$ cat config.mk
export PLATFORM = sky130hd
export DESIGN_NAME = pipeline_arbiter
export DESIGN_NICKNAME = d
export VERILOG_FILES = /design/src/rtl/pipeline_arbiter.sv
export SDC_FILE = /design/constraint.sdc
export NUM_CORES = 1
export LEC_CHECK = 0
export CAP_MARGIN = 0
export CORE_ASPECT_RATIO = 0.8
export CORE_MARGIN = 2
export CORE_UTILIZATION = 29
export CTS_CLUSTER_SIZE = 24
export DETAILED_ROUTE_END_ITERATION = 8
export GPL_TIMING_DRIVEN = 1
export PLACE_DENSITY = 0.64
export SLEW_MARGIN = 20
export SYNTH_ARGS = -nofsm -noshare
export SYNTH_HDL_FRONTEND = slang
export SYNTH_SLANG_ARGS = --single-unit
$ cat constraint.sdc
create_clock -name clk -period 6.5 [get_ports clk]
set_input_delay 1.3 -clock clk [delete_from_list [all_inputs] [get_ports clk]]
set_output_delay 1.3 -clock clk [all_outputs]
set_load 0.02 [all_outputs]
$ cat src/rtl/pipeline_arbiter.sv
`default_nettype none
`timescale 1ns/1ps
// ============================================================================
//  Module      : pipeline_arbiter
//  Description : Four-way round-robin arbiter and transfer sequencer feeding
//                the input of a 3-stage handshake pipeline. It grants one
//                requester, latches its byte, raises pipe_DIR, waits for the
//                pipeline ack, and then returns a one-cycle ack. A four-phase
//                release (pipe_ack low and the request withdrawn) completes
//                each transfer.
//  Options     : PIPELINE_ARB_TIMEOUT_EN enables a SEND-state timeout that
//                aborts the transfer and sets a sticky err flag.
//  Revision    : 1.0  initial release
// ============================================================================
module pipeline_arbiter #(
    parameter int DATA_W  = 8,
    parameter int TIMEOUT = 255
) (
    input  logic                  clk,
    input  logic                  reset,
    input  logic [3:0]            req,
    input  logic [4*DATA_W-1:0]   req_data,
    output logic [3:0]            ack_to_req,
    output logic [3:0]            abort_to_req,
    output logic                  pipe_DIR,
    output logic [DATA_W-1:0]     pipe_data,
    input  logic                  pipe_ack,
    output logic [1:0]            grant_id,
    output logic                  busy,
    output logic                  err
);

    typedef enum logic [1:0] {
        S_IDLE    = 2'd0,
        S_SEND    = 2'd1,
        S_RELEASE = 2'd2
    } state_t;

    state_t              r_state,    w_state_nx;
    logic [1:0]          r_rr_ptr,   w_rr_ptr_nx;
    logic                r_pipe_dir, w_pipe_dir_nx;
    logic [DATA_W-1:0]   r_pipe_data, w_pipe_data_nx;
    logic [3:0]          r_ack,      w_ack_nx;
    logic [1:0]          r_grant_id, w_grant_id_nx;
    logic                r_busy,     w_busy_nx;

`ifdef PIPELINE_ARB_TIMEOUT_EN
    localparam int c_CNT_W = (TIMEOUT < 2) ? 1 : $clog2(TIMEOUT + 1);
    localparam logic [c_CNT_W-1:0] c_CNT_LAST = c_CNT_W'(TIMEOUT - 1);

    logic [3:0]          r_abort,    w_abort_nx;
    logic                r_err,      w_err_nx;
    logic [c_CNT_W-1:0]  r_cnt,      w_cnt_nx;
`endif

    // Round-robin pick: rotate req so rr_ptr lands at bit 0, then take the
    // lowest set bit and rotate the offset back.
    logic [7:0] w_req_rot2;
    logic [3:0] w_req_rot;
    logic [1:0] w_off;
    logic [1:0] w_sel;

    assign w_req_rot2 = {req, req} >> r_rr_ptr;
    assign w_req_rot  = w_req_rot2[3:0];

    // Priority encoder over the rotated request vector.
    always_comb begin
        w_off = 2'd3;
        if (w_req_rot[0])      w_off = 2'd0;
        else if (w_req_rot[1]) w_off = 2'd1;
        else if (w_req_rot[2]) w_off = 2'd2;
        else                   w_off = 2'd3;
    end

    assign w_sel = r_rr_ptr + w_off;

    // Next-state and next-output logic; everything holds unless a state acts.
    always_comb begin
        w_state_nx     = r_state;
        w_rr_ptr_nx    = r_rr_ptr;
        w_pipe_dir_nx  = r_pipe_dir;
        w_pipe_data_nx = r_pipe_data;
        w_ack_nx       = 4'b0000;
        w_grant_id_nx  = r_grant_id;
`ifdef PIPELINE_ARB_TIMEOUT_EN
        w_abort_nx     = 4'b0000;
        w_err_nx       = r_err;
        w_cnt_nx       = r_cnt;
`endif
        case (r_state)
            S_IDLE: begin
                if (|req) begin
                    w_grant_id_nx  = w_sel;
                    w_pipe_data_nx = req_data[w_sel*DATA_W +: DATA_W];
                    w_pipe_dir_nx  = 1'b1;
                    w_state_nx     = S_SEND;
`ifdef PIPELINE_ARB_TIMEOUT_EN
                    w_cnt_nx       = '0;
`endif
                end
            end
            S_SEND: begin
                // Ack is checked first so it wins over a coincident timeout.
                if (pipe_ack) begin
                    w_pipe_dir_nx = 1'b0;
                    w_ack_nx      = 4'b0001 << r_grant_id;
                    w_rr_ptr_nx   = r_grant_id + 2'd1;
                    w_state_nx    = S_RELEASE;
                end
`ifdef PIPELINE_ARB_TIMEOUT_EN
                else if (r_cnt == c_CNT_LAST) begin
                    w_pipe_dir_nx = 1'b0;
                    w_abort_nx    = 4'b0001 << r_grant_id;
                    w_err_nx      = 1'b1;
                    w_rr_ptr_nx   = r_grant_id + 2'd1;
                    w_state_nx    = S_RELEASE;
                end else begin
                    w_cnt_nx      = r_cnt + 1'b1;
                end
`endif
            end
            S_RELEASE: begin
                if (!pipe_ack && !req[r_grant_id]) begin
                    w_state_nx = S_IDLE;
                end
            end
            default: begin
                w_state_nx    = S_IDLE;
                w_pipe_dir_nx = 1'b0;
            end
        endcase
        w_busy_nx = (w_state_nx != S_IDLE);
    end

    // State and output registers with synchronous reset.
    always_ff @(posedge clk) begin
        if (reset) begin
            r_state     <= S_IDLE;
            r_rr_ptr    <= 2'd0;
            r_pipe_dir  <= 1'b0;
            r_pipe_data <= '0;
            r_ack       <= 4'b0000;
            r_grant_id  <= 2'd0;
            r_busy      <= 1'b0;
`ifdef PIPELINE_ARB_TIMEOUT_EN
            r_abort     <= 4'b0000;
            r_err       <= 1'b0;
            r_cnt       <= '0;
`endif
        end else begin
            r_state     <= w_state_nx;
            r_rr_ptr    <= w_rr_ptr_nx;
            r_pipe_dir  <= w_pipe_dir_nx;
            r_pipe_data <= w_pipe_data_nx;
            r_ack       <= w_ack_nx;
            r_grant_id  <= w_grant_id_nx;
            r_busy      <= w_busy_nx;
`ifdef PIPELINE_ARB_TIMEOUT_EN
            r_abort     <= w_abort_nx;
            r_err       <= w_err_nx;
            r_cnt       <= w_cnt_nx;
`endif
        end
    end

    assign pipe_DIR   = r_pipe_dir;
    assign pipe_data  = r_pipe_data;
    assign ack_to_req = r_ack;
    assign grant_id   = r_grant_id;
    assign busy       = r_busy;

`ifdef PIPELINE_ARB_TIMEOUT_EN
    assign abort_to_req = r_abort;
    assign err          = r_err;
`else
    assign abort_to_req = 4'b0000;
    assign err          = 1'b0;
`endif

endmodule
`default_nettype wire

## After elaboration in Yosys (flattened, before gate mapping)

Index checks and enable logic that the tools add are counted.
Widths: inputs -> output; s select.

| word-level totals | value |
|---|---|
| output and inout port bits | 21 |
| flip-flop bits (word level) | 20 |
| input port bits | 39 |
| logic and storage cells | 42 |

| operators by class | value |
|---|---|
| mux-type cells | 12 |
| reductions and logical operators | 10 |
| shifts and indexed selects | 3 |
| magnitude comparators | 1 |
| equal/unequal tests | 4 |
| add/sub/neg operators | 2 |
| bitwise operators | 3 |

Operators by type and width:

| operator | number |
|---|---|
| $shiftx 32x6->8 | 1 |
| $mux 2 | 5 |
| $shr 8x2->3 | 1 |
| $pmux 2 s3 | 1 |
| $mux 1 | 4 |
| $ne 2x2->1 const B | 2 |
| $reduce_and 2->1 | 2 |
| $reduce_or 4->1 | 1 |
| $shl 1x2->4 const A | 1 |
| $lt 2x3->1 const B | 1 |
| $not 1->1 | 3 |
| $pmux 1 s3 | 1 |
| $reduce_and 3->1 | 1 |
| $reduce_or 3->1 | 1 |
| $add 2x1->2 const B | 1 |
| $add 2x2->2 | 1 |
| $bmux 1 s2 | 1 |
| $eq 2x1->1 const B | 1 |
| $eq 2x2->1 const B | 1 |
| $logic_not 1->1 | 2 |
| $logic_not 2->1 | 1 |
| $reduce_bool 2->1 | 1 |
| $logic_and 1x1->1 | 1 |

## Longest topological paths before layout

Gate-level depths: netlist (run 1).

| depth | value |
|---|---|
| depth in word-level cells | 7 |
| depth in mapped cells | 12 |
| depth with buffers taken out | 10 |

## Worst setup path before layout (run 1)

Ideal clock, no wire load.

| timing path | value |
|---|---|
| path kind | in2reg |
| start point | input port req[3] |
| end point | register r_pipe_data[6], in the netlist pipe_data[6] |
| required time | 6378 ps |
| setup slack | 3263 ps |
| stages on the path | 9 |
| buffers on the path | 2 |
| setup time | 122 ps |
| data arrival time | 3115 ps |
| path through | and3b_2 > o21ai_0 > o211ai_1 > ha_1 > clkbuf_1 > buf_6 > mux2i_1 > nor3_1 > a221o_1 |

| on the way | value |
|---|---|
| longest elaborated chain between the ends | 6 |
| elaborated cells between the ends (all ways) | 8 |
| classes of those cells | add/sub: 1; shift: 2; mux: 3; reduce/logical: 2 |

RTL lines:

| item | line | source |
|---|---|---|
| from (decl) | 21 | `input logic [3:0] req,` |
| $shr 8x2->3 * | 63 | `assign w_req_rot2 = {req, req} >> r_rr_ptr;` |
| $mux 1 | 71 | `else if (w_req_rot[2]) w_off = 2'd2;` |
| $mux 2 | 70 | `else if (w_req_rot[1]) w_off = 2'd1;` |
| $mux 2 * | 69 | `if (w_req_rot[0]) w_off = 2'd0;` |
| $add 2x2->2 * | 75 | `assign w_sel = r_rr_ptr + w_off;` |
| named net w_sel[0] | 61 | `logic [1:0] w_sel;` |
| $shiftx 32x6->8 * | 94 | `w_pipe_data_nx = req_data[w_sel*DATA_W +: DATA_W];` |
| to (signal assigned) | 154 | `r_pipe_data <= w_pipe_data_nx;` |
| to (decl) | 42 | `logic [DATA_W-1:0] r_pipe_data, w_pipe_data_nx;` |

Mark *: on every way through the listed nets, which the timed path passes. The rest lies on a longest branch.
A chain may end at the register's enable or synchronous reset.

## Worst setup path after layout (run 1)

| timing path | value |
|---|---|
| start point | input port req[3] |
| end point | register r_pipe_data[4], in the netlist pipe_data[4] |

Same word-level chain as after synthesis.

==> results.cfg, run 1 <==
[run_status]
status = finished, final reports clean

[sta]
final.setup.tns_ps = 0
setup_ws_ps = 2620
max-slew-margin-rel_pct = 35.3
skew_ps = 3.33
drv_slew = 0
setup_viol = 0
finalHoldViolCount = 0
fmax_mhz = 258
worst_pin_slew_ps = 970
finalCriticalPeriod_ps = 3880
rsz0062_at_grt = false
period_share_pct = 59.7

[floorplan]
fp.dieW_um = 78.9
rows = 21
core_region_area_um2 = 4260
die_area_um2 = 5050
fp.dieH_um = 63.9
start_util_pct = 30.6
pin_count = 60

[min_path]
min-delay-start = pipe_DIR$_SDFFE_PP0P_
hold_path.class = reg2reg
min_to = pipe_DIR$_SDFFE_PP0P_
worstHoldPathCells = 2

[route]
first_pass_iters = 4
wl_per_cell_um = 12.4
drtAntennaViolNets = 0
via_count = 1139
drtIter0Drc = 64
vias_per_cell = 4.71
routed_wl_mm = 3.01
drc = 0

[finish]
final_cells = 242
fillers = 430
area_delta_synth_final_pct = 42.7
finish.utilization_pct = 43.7
drive_above_1_share_pct = 8.11
antennaDiodeCount = 0
nNetsFinal = 226

[cts]
post-cts-setup-buffers = 0
worst_skew_pair.late_latency_ps = 260
cts_resized = 0
cts_sinks = 20
postCtsHoldBufs = 0
path_clk_slew_ps = 80
cts_root_buf = clkbuf_8
cts_made_buffers = 3
cts_tree = yes
clockBufferDepth = 2
h-tree-depth = 1

[place]
gp_congestion = 0.801
pre_cts_ws_ps = 2360
hpwl_mm = 2.12
numPortBuffers = 54
placed_cells = 238

[synthesis]
synth.most_common_cell = dfxtp_1
synth_area_leaders = dfxtp_1 (31%), mux2i_1 (14%), a221o_1 (6.1%)
yosys-top-cells-count = dfxtp_1 (20), mux2i_1 (18), nor2_1 (14)
synth_edf_count = 0
ys_ff_latch = 20
avgSynthCellArea_um2 = 9.30
yosys.area.top_type = dfxtp_1
syn_inst = 140
yosysUniqueCellTypes = 40
synthFlopType = dfxtp_1
synth_top_area_share_pct = 30.7
synthArstFlopShare_pct = 0
synth_seq_area_share_pct = 30.7
yosysWarnings = 0
synth_area_um2 = 1300

[global_routing]
grt_max_degree = 35
grt_use_met3_pct = 3.39
gr-total-overflow = 0
antenna_found_initial = 0
grt_pass1_wl_mm = 4.86
grt.met1_usage_pct = 16.0
track_usage_pct = 12.1
top_usage_layer = met2
gr-usage-met2_pct = 19.2
grt_pass1_vias = 1060

[power]
p_sw_uw = 134
p_int_uw = 306
comb_power_share_pct = 37.3
switching_share_pct = 30.4
p_clk_share_pct = 28.4
leakage_nw = 0.721
power_frac_seq_pct = 34.3
ir_drop_mv = 0.0860
p_per_area_nw_per_um2 = 237

[critical_path]
timing.rr.start = r_rr_ptr[0]$_SDFFE_PP0P_
worstSetupEndpointType = flip-flop
cp.arrival_ps = 4030
cp_max_fo = 17
r2r_end = pipe_data[4]$_SDFFE_PP0P_
rrSetupSlack_ps = 3830
cp.required_ps = 6650
reg2reg_depth = 7
start_kind = input pin
path_class = in2reg

[run]
max-cap-violations = 0
## routing by layer
metal,vias up,wire (um)
met2,30,1220
met5,-,0
met3,5,162
met4,0,36
met1,513,1590
li1,591,-
## power by group through the flow
stage               clock network (mW)  registers [mW]  logic, mW
finish                           0.125           0.151      0.164
global route                     0.133           0.153      0.178
CTS                              0.129           0.151      0.165
detailed placement                   0           0.153      0.165
global placement                     0           0.154      0.164
floorplan                            0           0.164      0.105
## how the worst max path moves through the flow
stage	from	to	slack [ps]
2_1_floorplan	req[3]	pipe_data[6]$_SDFFE_PP0P_	3260
3_3_place_gp	req[3]	pipe_data[6]$_SDFFE_PP0P_	2390
3_5_place_dp	req[3]	pipe_data[4]$_SDFFE_PP0P_	2360
4_1_cts	req[3]	pipe_data[4]$_SDFFE_PP0P_	2630
5_1_grt	req[3]	pipe_data[4]$_SDFFE_PP0P_	2440
6_report	req[3]	pipe_data[4]$_SDFFE_PP0P_	2620
## metrics by stage
step           hold WS, ps  total power [mW]  instance area [um^2]
4_1_cts                464             0.445                  1860
2_1_floorplan          533             0.269                  1320
6_report               465             0.440                  1860
5_1_grt                479             0.464                  1860
3_3_place_gp           454             0.318                  1790
3_5_place_dp           452             0.318                  1790
## worst max-delay path, stage by stage
cell and delay, ps:
clkdlybuf4s50_1 600, and3b_2 230, o21ai_0 140, o211ai_1 110, ha_1 910, mux2i_1 290, nor3_1 70, a221o_1 370
## registers in the layout, summed over array words and instances (netlist names)
| name | cells |
|---|---|
| r_state | 2 |
| busy | 1 |
| pipe_data | 8 |
| r_rr_ptr | 2 |
| ack_to_req | 4 |
| pipe_DIR | 1 |
| grant_id | 2 |
## cell type report
cell class | instances | area (um^2) | area share (%)
clock inverters | 1 | 30.0 | 1.62
multi-input cells | 106 | 768 | 41.3
clock buffers | 3 | 41.3 | 2.22
well taps | 57 | 71.3 | 3.84
flip-flops and latches | 20 | 400 | 21.5
repair buffers | 55 | 548 | 29.5
## cell usage in the layout (no fill, tap or decap), types with 2 or more instances in the layout
| master | n |
|---|---|
| clkbuf_8 | 3 |
| conb_1 | 5 |
| clkdlybuf4s50_1 | 54 |
| nor2_1 | 14 |
| a21oi_1 | 5 |
| nor2b_1 | 7 |
| a221o_1 | 8 |
| o21ai_0 | 4 |
| nor4_1 | 8 |
| o21ai_1 | 2 |
| nand2_1 | 5 |
| and2b_1 | 2 |
| mux2i_1 | 18 |
| nor3_1 | 8 |
| dfxtp_1 | 20 |
## kinds of logic (layout without fill, tap and decap cells)
family | Yosys count | count (layout) | share of synthesized area [%]
buf+inv | 18 | 59 | 11.4
other cells | 1 | 5 | 0.288
xor+xnor | 1 | 1 | 0.673
mux | 21 | 21 | 17.6
compound gates | 24 | 24 | 13.4
flops | 20 | 20 | 30.7
simple gates | 54 | 54 | 25.0
fa+ha+maj | 1 | 1 | 0.960
Note: power is estimated with default switching activity, not from simulation.
==> inputs of run 2 (changes only) <==
==> constraint.sdc (replaced) <==
create_clock -name clk -period 3.6 [get_ports clk]
set_input_delay 0.72 -clock clk [delete_from_list [all_inputs] [get_ports clk]]
set_output_delay 0.72 -clock clk [all_outputs]
set_load 0.02 [all_outputs]
==> results.cfg, run 2 (same netlist as run 1, synthesis figures left out) <==
[route]
via_count = 1170
drc = 0
wl_per_cell_um = 12.5
drtAntennaViolNets = 0
first_pass_iters = 4
routed_wl_mm = 3.03
drtIter0Drc = 64
vias_per_cell = 4.81

[critical_path]
start_kind = input pin
cp_top_family = simple AND/OR/NAND/NOR gates
crit_chain = clkdlybuf4s50_1, and3b_2, o21ai_0, o211ai_1, ha_1, or4_4, nand4_4, nor4_1, a221o_1
cp_slowest_cell = clkdlybuf4s50_1
rrSetupSlack_ps = 1210
worst-path-buf-inv = 1
timing.rr.start = r_rr_ptr[0]$_SDFFE_PP0P_
max_stage_delay_ps = 610
crit_path_start = req[3]
worstSetupEndpointType = flip-flop
cp_max_fo = 17
cp.arrival_ps = 3190
worst-path-stages = 9
reg2reg_depth = 8
path_class = in2reg
cp.required_ps = 3740
r2r_end = pipe_data[1]$_SDFFE_PP0P_
crit_end = pipe_data[1]$_SDFFE_PP0P_

[global_routing]
grt_max_degree = 30
grt_pass1_vias = 1097
antenna_found_initial = 0
track_usage_pct = 12.6
grt_pass1_wl_mm = 5.24
gr-total-overflow = 0

[place]
place_area_um2 = 1810
hpwl_mm = 2.23
numPortBuffers = 54
gp_congestion = 0.758

[finish]
final_common_cell = clkdlybuf4s50_1
fin_area_um2 = 1860
finish.utilization_pct = 43.8
ff_latch_area_um2 = 400
antennaDiodeCount = 0
final_cell_mix = clkdlybuf4s50_1 (54), dfxtp_1 (20), mux2i_1 (18)
largest_reg_flops = 8
multi_input_area_um2 = 768
area_delta_synth_final_pct = 43.0
nNetsFinal = 227
drive_above_1_share_pct = 8.60
fillers = 445

[sta]
skew_ps = 3.40
finalHoldViolCount = 0
final.setup.tns_ps = 0
max-slew-margin-rel_pct = 37.3
setup_viol = 0
finalCriticalPeriod_ps = 3050
drv_slew = 0
worst_pin_slew_ps = 941
period_share_pct = 84.7
rsz0062_at_grt = false
fmax_mhz = 328

[cts]
path_clk_slew_ps = 70
cts_made_buffers = 3
worst_skew_pair.late_latency_ps = 250
cts_sinks = 20
clockBufferDepth = 2
cts_tree = yes
post-cts-setup-buffers = 0
cts_resized = 0
postCtsHoldBufs = 0
cts_root_buf = clkbuf_8
h-tree-depth = 1

[power]
p_per_area_nw_per_um2 = 401
p_sw_uw = 237
comb_power_share_pct = 40.9
leakage_nw = 0.723
p_clk_share_pct = 22.5
power_frac_seq_pct = 36.6
p_int_uw = 510
ir_drop_mv = 0.193
switching_share_pct = 31.8

[floorplan]
core_region_area_um2 = 4260
die_area_um2 = 5050
start_util_pct = 30.6
pin_count = 60
fp.dieW_um = 78.9
rows = 21
fp.dieH_um = 63.9

[run_status]
status = finished, final reports clean

[min_path]
hold_path.class = reg2reg

[run]
max-cap-violations = 0
## run 2: cell count changes in the layout (fill, tap and decap cells not counted)
| cell | previous run | this run |
|---|---|---|
| buf_12 | 0 | 1 |
| clkbuf_8 | 3 | 4 |
| bufinv_16 | 1 | 0 |
## run 2: final cells by class
| type | instances | share of cell area (%) |
|---|---|---|
| well taps | 57 | 3.83 |
| repair buffers | 56 | 30.5 |
| multi-input cells | 106 | 41.2 |
| clock buffers | 4 | 2.95 |
| flip-flops and latches | 20 | 21.5 |
## run 2: worst min-delay path by stage
| stage | startpoint | to | slack [ps] | cells past startpoint |
|---|---|---|---|---|
| after floorplan | pipe_DIR$_SDFFE_PP0P_ | pipe_DIR$_SDFFE_PP0P_ | 530 | 2 |
| after global placement | pipe_DIR$_SDFFE_PP0P_ | pipe_DIR$_SDFFE_PP0P_ | 460 | 2 |
| after detailed placement | pipe_DIR$_SDFFE_PP0P_ | pipe_DIR$_SDFFE_PP0P_ | 470 | 2 |
| after CTS | pipe_DIR$_SDFFE_PP0P_ | pipe_DIR$_SDFFE_PP0P_ | 490 | 2 |
| after global routing | pipe_DIR$_SDFFE_PP0P_ | pipe_DIR$_SDFFE_PP0P_ | 500 | 2 |
| final | pipe_DIR$_SDFFE_PP0P_ | pipe_DIR$_SDFFE_PP0P_ | 470 | 2 |
## run 2: power groups by stage
stage | combinational, mW | sequential, mW | clock (mW)
final | 0.305 | 0.273 | 0.168
after detailed placement | 0.307 | 0.278 | 0
after global placement | 0.307 | 0.278 | 0
after CTS | 0.309 | 0.274 | 0.176
after floorplan | 0.190 | 0.296 | 0
after global routing | 0.332 | 0.278 | 0.184
## run 2: metrics by stage
| stage | setup WS [ps] | power (mW) | hold WS [ps] | instances |
|---|---|---|---|---|
| floorplan | 943 | 0.485 | 533 | 144 |
| global placement | 369 | 0.585 | 456 | 239 |
| detailed placement | 296 | 0.586 | 474 | 239 |
| CTS | 572 | 0.759 | 488 | 243 |
| global route | 414 | 0.794 | 496 | 243 |
| finish | 550 | 0.747 | 475 | 243 |
## run 2: metal layers
layer,global-route usage (%),share of wire (%),wire length (um)
met1,17.3,49,1490
met2,20.1,43,1300
met3,4.24,7.2,219
met4,1.29,0.26,8
met5,0,0,0
## run 2: worst register-to-register path, delay by kind of cell, from the launching register on
family | cells | cell delay, ps
flip-flops | 1 | 410
adder cells (fa/ha/maj) | 1 | 240
AO/OA/AOI/OAI | 3 | 560
AND/OR/NAND/NOR | 4 | 1070
